[src/rtl/ulight_fifo_tpg_pkg.sv]
// Shared types and constants for the ulight FIFO test-pattern generator:
// FSM encoding, control-word bit map, pattern codes/seeds and pattern stepping.
package ulight_fifo_tpg_pkg;

    typedef enum logic [2:0] {
        ST_IDLE = 3'd0,
        ST_SEND = 3'd1,
        ST_EOP  = 3'd2,
        ST_GAP  = 3'd3,
        ST_DONE = 3'd4
    } tpg_state_e;

    localparam int CTRL_RUN    = 0;
    localparam int CTRL_PAT_LO = 1;
    localparam int CTRL_PAT_HI = 2;
    localparam int CTRL_SS     = 3;
    localparam int CTRL_CLEAR  = 4;

    localparam logic [1:0] PAT_INC  = 2'b00;
    localparam logic [1:0] PAT_WALK = 2'b01;
    localparam logic [1:0] PAT_LFSR = 2'b10;
    localparam logic [1:0] PAT_ALT  = 2'b11;

    localparam logic [7:0] SEED_INC  = 8'h00;
    localparam logic [7:0] SEED_WALK = 8'h01;
    localparam logic [7:0] SEED_LFSR = 8'h01;
    localparam logic [7:0] SEED_ALT  = 8'hA5;

    localparam int EOP_BIT = 8;

    function automatic logic [7:0] pat_seed(input logic [1:0] sel);
        logic [7:0] seed;
        case (sel)
            PAT_INC:  seed = SEED_INC;
            PAT_WALK: seed = SEED_WALK;
            PAT_LFSR: seed = SEED_LFSR;
            default:  seed = SEED_ALT;
        endcase
        return seed;
    endfunction

    // LFSR taps implement x^8+x^6+x^5+x^4+1 in a left-shifting register.
    function automatic logic [7:0] pat_next(input logic [1:0] sel, input logic [7:0] cur);
        logic [7:0] nxt;
        case (sel)
            PAT_INC:  nxt = cur + 8'd1;
            PAT_WALK: nxt = {cur[6:0], cur[7]};
            PAT_LFSR: nxt = {cur[6:0], cur[7] ^ cur[5] ^ cur[4] ^ cur[3]};
            default:  nxt = ~cur;
        endcase
        return nxt;
    endfunction

endpackage

[src/rtl/ulight_fifo_tpg_pattern.sv]
// 8-bit payload generator: load restarts at the selected seed, advance steps one byte.
module ulight_fifo_tpg_pattern
    import ulight_fifo_tpg_pkg::*;
(
    input  logic       clk,
    input  logic       reset,
    input  logic [1:0] sel,
    input  logic       load,
    input  logic       advance,
    output logic [7:0] pat
);

    logic [7:0] pat_q;
    logic [7:0] pat_d;

    always_comb begin
        pat_d = pat_q;
        if (load) begin
            pat_d = pat_seed(sel);
        end else if (advance) begin
            pat_d = pat_next(sel, pat_q);
        end
    end

    always_ff @(posedge clk) begin
        if (reset) begin
            pat_q <= '0;
        end else begin
            pat_q <= pat_d;
        end
    end

    assign pat = pat_q;

endmodule

[src/rtl/ulight_fifo_test_pattern_gen.sv]
// Turns the PIO control word into test packets (PKT_LEN payload bytes + EOP marker)
// written into the ulight TX FIFO, with start/stop, single-shot, pattern select and packet count.
module ulight_fifo_test_pattern_gen
    import ulight_fifo_tpg_pkg::*;
#(
    parameter int PKT_LEN    = 16,
    parameter int GAP_CYCLES = 4,
    parameter int CNT_W      = 16
) (
    input  logic             clk,
    input  logic             reset,
    input  logic [4:0]       ctrl_in,
    input  logic             fifo_full,
    output logic             fifo_wrreq,
    output logic [8:0]       fifo_data,
    output logic             busy,
    output logic             done,
    output logic [CNT_W-1:0] pkt_count,
    output tpg_state_e       dbg_state
);

    // Valid/ready: a byte transfers on every clock where fifo_wrreq=1 (i.e. in SEND/EOP
    // with fifo_full=0); fifo_data is stable whenever fifo_wrreq is low.

    logic [4:0]       ctrl_q;
    tpg_state_e       state_q;
    logic [1:0]       sel_q;
    logic             ss_q;
    logic [7:0]       byte_cnt_q;
    logic [15:0]      gap_cnt_q;
    logic             busy_q;
    logic             done_q;
    logic [CNT_W-1:0] cnt_q;
    logic [CNT_W-1:0] cnt_d;

    logic       in_pkt;
    logic       gap_last;
    logic       pkt_start;
    logic [1:0] pat_sel;
    logic       pat_adv;
    logic [7:0] pat;

    assign in_pkt     = (state_q == ST_SEND) || (state_q == ST_EOP);
    assign fifo_wrreq = in_pkt & ~fifo_full;
    assign gap_last   = (gap_cnt_q == 16'(GAP_CYCLES - 1));

    // Any entry into SEND latches a fresh pattern/single-shot choice and reseeds.
    always_comb begin
        pkt_start = 1'b0;
        case (state_q)
            ST_IDLE: pkt_start = ctrl_q[CTRL_RUN];
            ST_EOP:  pkt_start = (GAP_CYCLES == 0) && fifo_wrreq && !ss_q && ctrl_q[CTRL_RUN];
            ST_GAP:  pkt_start = gap_last && ctrl_q[CTRL_RUN];
            default: pkt_start = 1'b0;
        endcase
    end

    assign pat_sel = pkt_start ? ctrl_q[CTRL_PAT_HI:CTRL_PAT_LO] : sel_q;
    assign pat_adv = (state_q == ST_SEND) && fifo_wrreq;

    ulight_fifo_tpg_pattern u_pattern (
        .clk     (clk),
        .reset   (reset),
        .sel     (pat_sel),
        .load    (pkt_start),
        .advance (pat_adv),
        .pat     (pat)
    );

    always_ff @(posedge clk) begin
        if (reset) begin
            ctrl_q <= '0;
        end else begin
            ctrl_q <= ctrl_in;
        end
    end

    always_ff @(posedge clk) begin
        if (reset) begin
            state_q    <= ST_IDLE;
            sel_q      <= '0;
            ss_q       <= 1'b0;
            byte_cnt_q <= '0;
            gap_cnt_q  <= '0;
            busy_q     <= 1'b0;
            done_q     <= 1'b0;
        end else begin
            if (pkt_start) begin
                sel_q      <= ctrl_q[CTRL_PAT_HI:CTRL_PAT_LO];
                ss_q       <= ctrl_q[CTRL_SS];
                byte_cnt_q <= '0;
            end
            case (state_q)
                ST_IDLE: begin
                    if (pkt_start) begin
                        state_q <= ST_SEND;
                        busy_q  <= 1'b1;
                    end
                end
                ST_SEND: begin
                    if (fifo_wrreq) begin
                        byte_cnt_q <= byte_cnt_q + 8'd1;
                        if (byte_cnt_q == 8'(PKT_LEN - 1)) begin
                            state_q <= ST_EOP;
                        end
                    end
                end
                ST_EOP: begin
                    if (fifo_wrreq) begin
                        if (ss_q) begin
                            state_q <= ST_DONE;
                            done_q  <= 1'b1;
                        end else if (ctrl_q[CTRL_RUN]) begin
                            if (GAP_CYCLES == 0) begin
                                state_q <= ST_SEND;
                            end else begin
                                state_q   <= ST_GAP;
                                gap_cnt_q <= '0;
                            end
                        end else begin
                            state_q <= ST_IDLE;
                            busy_q  <= 1'b0;
                        end
                    end
                end
                ST_GAP: begin
                    if (gap_last) begin
                        if (ctrl_q[CTRL_RUN]) begin
                            state_q <= ST_SEND;
                        end else begin
                            state_q <= ST_IDLE;
                            busy_q  <= 1'b0;
                        end
                    end else begin
                        gap_cnt_q <= gap_cnt_q + 16'd1;
                    end
                end
                ST_DONE: begin
                    if (!ctrl_q[CTRL_RUN]) begin
                        state_q <= ST_IDLE;
                        busy_q  <= 1'b0;
                        done_q  <= 1'b0;
                    end
                end
                default: begin
                    state_q <= ST_IDLE;
                    busy_q  <= 1'b0;
                    done_q  <= 1'b0;
                end
            endcase
        end
    end

    // Clear has priority over a same-cycle EOP increment; the count sticks at all-ones.
    always_comb begin
        cnt_d = cnt_q;
        if (ctrl_q[CTRL_CLEAR]) begin
            cnt_d = '0;
        end else if ((state_q == ST_EOP) && fifo_wrreq && (cnt_q != {CNT_W{1'b1}})) begin
            cnt_d = cnt_q + 1'b1;
        end
    end

    always_ff @(posedge clk) begin
        if (reset) begin
            cnt_q <= '0;
        end else begin
            cnt_q <= cnt_d;
        end
    end

    always_comb begin
        fifo_data = '0;
        if (state_q == ST_SEND) begin
            fifo_data = {1'b0, pat};
        end else if (state_q == ST_EOP) begin
            fifo_data[EOP_BIT] = 1'b1;
        end
    end

    assign busy      = busy_q;
    assign done      = done_q;
    assign pkt_count = cnt_q;
    assign dbg_state = state_q;

endmodule

[config.mk]
export PLATFORM = sky130hd
export DESIGN_NAME = ulight_fifo_test_pattern_gen
export DESIGN_NICKNAME = d
export VERILOG_FILES = /design/src/rtl/ulight_fifo_tpg_pkg.sv /design/src/rtl/ulight_fifo_tpg_pattern.sv /design/src/rtl/ulight_fifo_test_pattern_gen.sv
export SDC_FILE = /design/constraint.sdc
export NUM_CORES = 1
export LEC_CHECK = 0
export CAP_MARGIN = 20
export CORE_ASPECT_RATIO = 0.6
export CORE_MARGIN = 2
export CORE_UTILIZATION = 60
export CTS_CLUSTER_DIAMETER = 150
export DETAILED_ROUTE_END_ITERATION = 8
export GPL_ROUTABILITY_DRIVEN = 0
export MAX_ROUTING_LAYER = met4
export PLACE_DENSITY = 0.85
export SLEW_MARGIN = 10
export SYNTH_ARGS = -nofsm -noshare
export SYNTH_HDL_FRONTEND = slang
export SYNTH_SLANG_ARGS = --single-unit
[constraint.sdc]
create_clock -name clk -period 6.05 [get_ports clk]
set_clock_uncertainty 0.1 [all_clocks]
set_input_delay 0.9075 -clock clk [delete_from_list [all_inputs] [get_ports clk]]
set_output_delay 0.9075 -clock clk [all_outputs]
set_load 0.02 [all_outputs]
==> impl_metrics.tcl, run 1 <==
set metrics [dict create \
    max_stage_delay_ns 0.70 \
    die_y_um 63.1 \
    clk_pin_slew_ns 0.08 \
    cts.sinks 61 \
    hpwlAfterDp_um 6090 \
    cp-start-kind "register" \
    synth_seq_cells 61 \
    synth_top_area_share_pct 35.0 \
    insertedDiodeCount 0 \
    syn_nets 442 \
    num_rows 21 \
    final_core_util_pct 72.6 \
    track_usage_pct 29.5 \
    finalCriticalPeriod_ns 3.71 \
    synth.most_common_cell "dfxtp_1" \
    startpoint "dbg_state[0]" \
    avgRoutedWirePerCell_um 16.3 \
    syn_inst 430 \
    relSlewSlack_pct 49.0 \
    power.density_nw_per_um2 275 \
    setup_viol 0 \
    fin_cells 540 \
    p_leak_nw 1.43 \
    regToRegStartpoint "dbg_state[2]" \
    outcome "finished clean" \
    power_mw 1.12 \
    synth_area_um2 3490 \
    path_max_fanout 18 \
    start_util_pct 62.4 \
    yosysWarnings 0 \
    area_delta_synth_final_pct 16.4 \
    placed_cells 524 \
    fin_crit_sh_pct 61.3 \
    cts.repair.resized 0 \
    max_freq_mhz 270 \
    seq_area_frac_synth_pct 35.0 \
    critPathKind "register to output pin" \
    setup.worst_path.end_class "output pin" \
    routed_wl_um 8800 \
    hold_class "register to register" \
    postCtsSetupBuffers 0 \
    rr_worst_depth 6 \
    r2r_end "u_pattern.pat[4]" \
    vdd_drop_max_v 0.000160 \
    synthTopCellsByArea "dfxtp_1, nor2_1, xor2_1, a21oi_1, nand2_1" \
    via_per_inst 6.11 \
    cp_slowest_cell "dfxtp_1" \
    die_x_um 102 \
    drive_gt1_share_pct 8.48 \
    clock_latency_ns 0.34 \
    async_reset_ff_share_pct 0 \
    drv_slew 0 \
    cap_viol_max_count 0 \
    path_cells "nand2b_1 -> nor2_1 -> nor2_1 -> nor2_1 -> clkdlybuf4s50_1" \
    final_net_count 467 \
    stdcell_area_um2 4070 \
    firstDrtPassIters 5 \
    cts_tree "done" \
    arrival_ns 2.70 \
    ctsHtreeMaxLevel 3 \
    vias 3298 \
    critical_path_buf_inv_count 1 \
    path_common_cell "nor2_1" \
    grt_pass1_vias 2930 \
    root_buffer "clkbuf_8" \
    overflow 0 \
    crit_family "simple AND/OR/NAND/NOR gates" \
    rsz0062_at_grt "no" \
    ctsHoldBuffers 0 \
    ys.flop_type "dfxtp_1" \
    synth_edf_count 0 \
    drc 0 \
    cts_made_buffers 9 \
    synth_common_cells "dfxtp_1, nor2_1, nand2_1" \
    port_buffers 38 \
    grt_pass1_wl_um 14600 \
    hold_slack_ns 0.345 \
    cts_buffer_depth 2 \
    path_depth 5 \
    boundaryPins 39 \
    placed_area_um2 3860 \
    synthDistinctLibCells 70 \
    hold_viol_final 0 \
    grt_antenna_before_repair 0 \
    timing.reg2reg.setup_slack_ns 3.25 \
    final.setup.tns_ns 0 \
    grt_max_degree 37 \
    worst_slack_ns 2.34 \
    dp_slack_ns 2.51 \
    yosysTopAreaCell "dfxtp_1" \
    worstMarginPinSlew_ns 0.760 \
    endpoint "fifo_wrreq" \
    core_um2 5600 \
    die-area_um2 6470 \
    drtIter0Drc 253 \
    syn_area_per_cell_um2 8.12 \
    drtAntennaViolNets 0 \
    worstPathRequired_ns 5.04 \
]
[logic make-up after synthesis]
kind of cell,count (synthesis),synth area share (%)
compound gates,90,18.0
xor+xnor,34,8.53
fa+ha+maj,4,1.43
buf+inv,33,4.26
flops,61,35.0
mux,4,1.29
simple gates,204,31.5
[cell type report]
type	instances	area (um^2)
Clock inverter	7	75.1
Timing Repair Buffer	39	388
Tap cell	80	100
Fill cell	437	1530
Clock buffer	9	124
Inverter	8	30.0
Sequential cell	61	1220
Multi-Input combinational cell	336	2130
[how the worst min path moves through the flow]
| stage | endpoint | slack [ns] | start | cells past startpoint |
|---|---|---|---|---|
| global route | ss_q | 0.36 | ctrl_q[3] | 2 |
| finish | ss_q | 0.35 | ctrl_q[3] | 2 |
| global placement | ss_q | 0.33 | ctrl_q[3] | 2 |
| CTS | ss_q | 0.35 | ctrl_q[3] | 2 |
| floorplan | ss_q | 0.32 | ctrl_q[3] | 2 |
| detailed placement | ss_q | 0.34 | ctrl_q[3] | 2 |
[worst register-to-register path, delay by kind of cell, from the launching register on]
| family | cells | cell delay (ns) |
|---|---|---|
| simple gates | 2 | 0.42 |
| flops | 1 | 0.80 |
| compound gates | 4 | 1.42 |
[registers in the layout (all words and copies together), names as in the netlist]
register	flops
gap_cnt_q	16
pkt_count	16
ss_q	1
done	1
ctrl_q	5
busy	1
byte_cnt_q	8
dbg_state	3
sel_q	2
u_pattern.pat	8
[power breakdown]
part | internal, mW | switching, mW
clock | 0.191 | 0.173
sequential | 0.422 | 0.0496
combinational | 0.111 | 0.172
total | 0.724 | 0.395
[cell usage in the layout (no fill, tap or decap), drive strengths merged, types with 4 or more instances in the layout]
cell type and instances:
a211oi 10, a21oi 30, and2 8, and3 9
and4 4, clkbuf 9, clkdlybuf4s50 38, dfxtp 61
ha 4, inv 9, nand2 32, nand3 20
nand4 13, nor2 59, nor2b 13, nor3 15
nor4 7, o21ai 18, o22ai 6, or3 7
xnor2 10, xor2 24
[per-layer routing]
layer,GRT usage [%],up-vias,part of all wire [%]
li1,-,1590,-
met1,42.3,1511,45
met2,39.8,181,43
met3,8.66,16,11
met4,8.83,0,1.2
met5,-,-,0
Note: power is estimated with default switching activity, not from simulation.
==> inputs of run 2 (changes only) <==
- CORE_UTILIZATION: 60 -> 56
- PLACE_DENSITY: 0.85 -> 0.8
- clock period: 6.05 -> 3.9 ns (I/O delays scaled with it)
==> run 2 against run 1 <==
Net effect: design area about the same; flip-flop and latch count unchanged; total power up 56%; worst setup slack worse by 1.8 ns; critical path type unchanged; largest cell class unchanged; largest power group unchanged.
==> impl_metrics.tcl, run 2 (synthesis results as in run 1) <==
set metrics [dict create \
    outcome "finished clean" \
    hold_path_end "ss_q" \
    grt_max_degree 24 \
    path_cells "nand2b_1 -> nor2_1 -> and2_1 -> clkdlybuf4s50_1" \
    ctsHtreeMaxLevel 3 \
    drv_slew 0 \
    final_common_cell "dfxtp_1" \
    postCtsSetupBuffers 0 \
    rsz0062_at_grt "no" \
    port_buffers 38 \
    drc 0 \
    cts_tree "done" \
    timing.reg2reg.setup_slack_ns 0.97 \
    power.density_nw_per_um2 429 \
    clock_latency_ns 0.35 \
    path_max_fanout 18 \
    insertedDiodeCount 0 \
    routed_wl_um 8810 \
    vias 3288 \
    setup.worst_path.end_class "output pin" \
    cts.sinks 61 \
    hpwlAfterDp_um 6300 \
    area_delta_synth_final_pct 16.4 \
    hold_viol_final 0 \
    cts_made_buffers 9 \
    vdd_drop_max_v 0.000287 \
    worstMarginPinSlew_ns 0.880 \
    regToRegStartpoint "gap_cnt_q[0]" \
    cap_viol_max_count 0 \
    track_usage_pct 27.8 \
    start_util_pct 57.7 \
    relSlewSlack_pct 41.2 \
    final_net_count 468 \
    min_path_cells 2 \
    num_rows 22 \
    root_buffer "clkbuf_8" \
    via_per_inst 6.04 \
    hp-start "ctrl_q[3]" \
    finalCriticalPeriod_ns 3.37 \
    cp_slowest_cell "dfxtp_1" \
    fill_cells 525 \
    placed_area_um2 3870 \
    critPathKind "register to output pin" \
    rr_worst_depth 7 \
    firstDrtPassIters 5 \
    boundaryPins 39 \
    final.setup.tns_ns 0 \
    path_depth 4 \
    worstPathRequired_ns 3.21 \
    avgRoutedWirePerCell_um 16.2 \
    die_x_um 106 \
    cts_buffer_depth 2 \
    core_um2 6060 \
    cp-start-kind "register" \
    hold_class "register to register" \
    fin_crit_sh_pct 86.5 \
    r2r_end "u_pattern.pat[4]" \
    grt_pass1_vias 2955 \
    cts.repair.resized 0 \
    ctsHoldBuffers 0 \
    drive_gt1_share_pct 7.61 \
    setup_viol 0 \
    critical_path_buf_inv_count 1 \
    grt_antenna_before_repair 0 \
    arrival_ns 2.69 \
    die-area_um2 6900 \
    layout_common_cells "dfxtp_1, nor2_1, clkdlybuf4s50_1" \
    die_y_um 65.2 \
    max_freq_mhz 296 \
    drtAntennaViolNets 0 \
    stdcell_area_um2 4070 \
    crit_family "simple AND/OR/NAND/NOR gates" \
    drtIter0Drc 355 \
    p_leak_nw 1.44 \
    overflow 0 \
    grt_pass1_wl_um 14500 \
    max_stage_delay_ns 0.69 \
    clk_pin_slew_ns 0.06 \
]
==> run 2: cell types whose count changed in the layout (fill, tap and decap cells not counted) <==
cell	before	now
buf_4	1	2
clkbuf_1	0	3
clkbuf_8	9	11
clkinv_2	1	0
clkinv_4	1	0
clkinvlp_4	3	0
inv_6	1	0
nor3_1	13	14
nor3_2	2	1
==> run 2: worst register-to-register path, delay by kind of cell (launching register included) <==
family	cells	cell delay (ns)
fa+ha+maj	1	0.36
simple gates	2	0.83
flops	1	0.39
compound gates	4	1.14
==> run 2: power by group <==
part / internal [mW] / switching [mW] / total, mW / leakage, nW
Sequential: 0.655 / 0.0753 / 0.731 / 0.494
Clock: 0.327 / 0.242 / 0.569 / 0.0968
Combinational: 0.175 / 0.271 / 0.446 / 0.852
==> run 2: area by class of cell <==
cell class	count	area (um^2)	share of cell area (%)
Multi-Input combinational cell	336	2120	52.2
Timing Repair Buffer	40	395	9.72
Sequential cell	61	1220	30.0
Inverter	8	30.0	0.738
Clock inverter	1	30.0	0.738
Tap cell	84	105	2.58
Clock buffer	14	163	4.00
==> run 2: through the flow <==
stage	util (%)	hold WS [ns]	cells	power [mW]	setup WS, ns
floorplan	-	0.322	430	1.04	1.32
global placement	64.0	0.331	529	1.16	1.02
detailed placement	64.0	0.338	529	1.17	0.945
CTS	67.1	0.347	544	1.74	0.572
global route	67.1	0.363	544	1.82	0.330
finish	67.1	0.346	544	1.75	0.525
==> run 2: worst max-delay path by stage <==
stage                       from       endpoint
detailed placement  dbg_state[0]   fifo_data[2]
floorplan           dbg_state[1]     fifo_wrreq
global route        dbg_state[0]     fifo_wrreq
finish              dbg_state[0]   fifo_data[2]
global placement       fifo_full  byte_cnt_q[7]
CTS                 dbg_state[0]   fifo_data[2]
==> run 2: layer usage <==
layer | vias to the layer above | track usage (%) | part of all wire [%]
li1 | 1588 | - | -
met3 | 20 | 9.33 | 9.9
met2 | 152 | 37.5 | 40
met4 | 0 | 7.40 | 1.7
met5 | - | - | 0
met1 | 1528 | 39.5 | 48
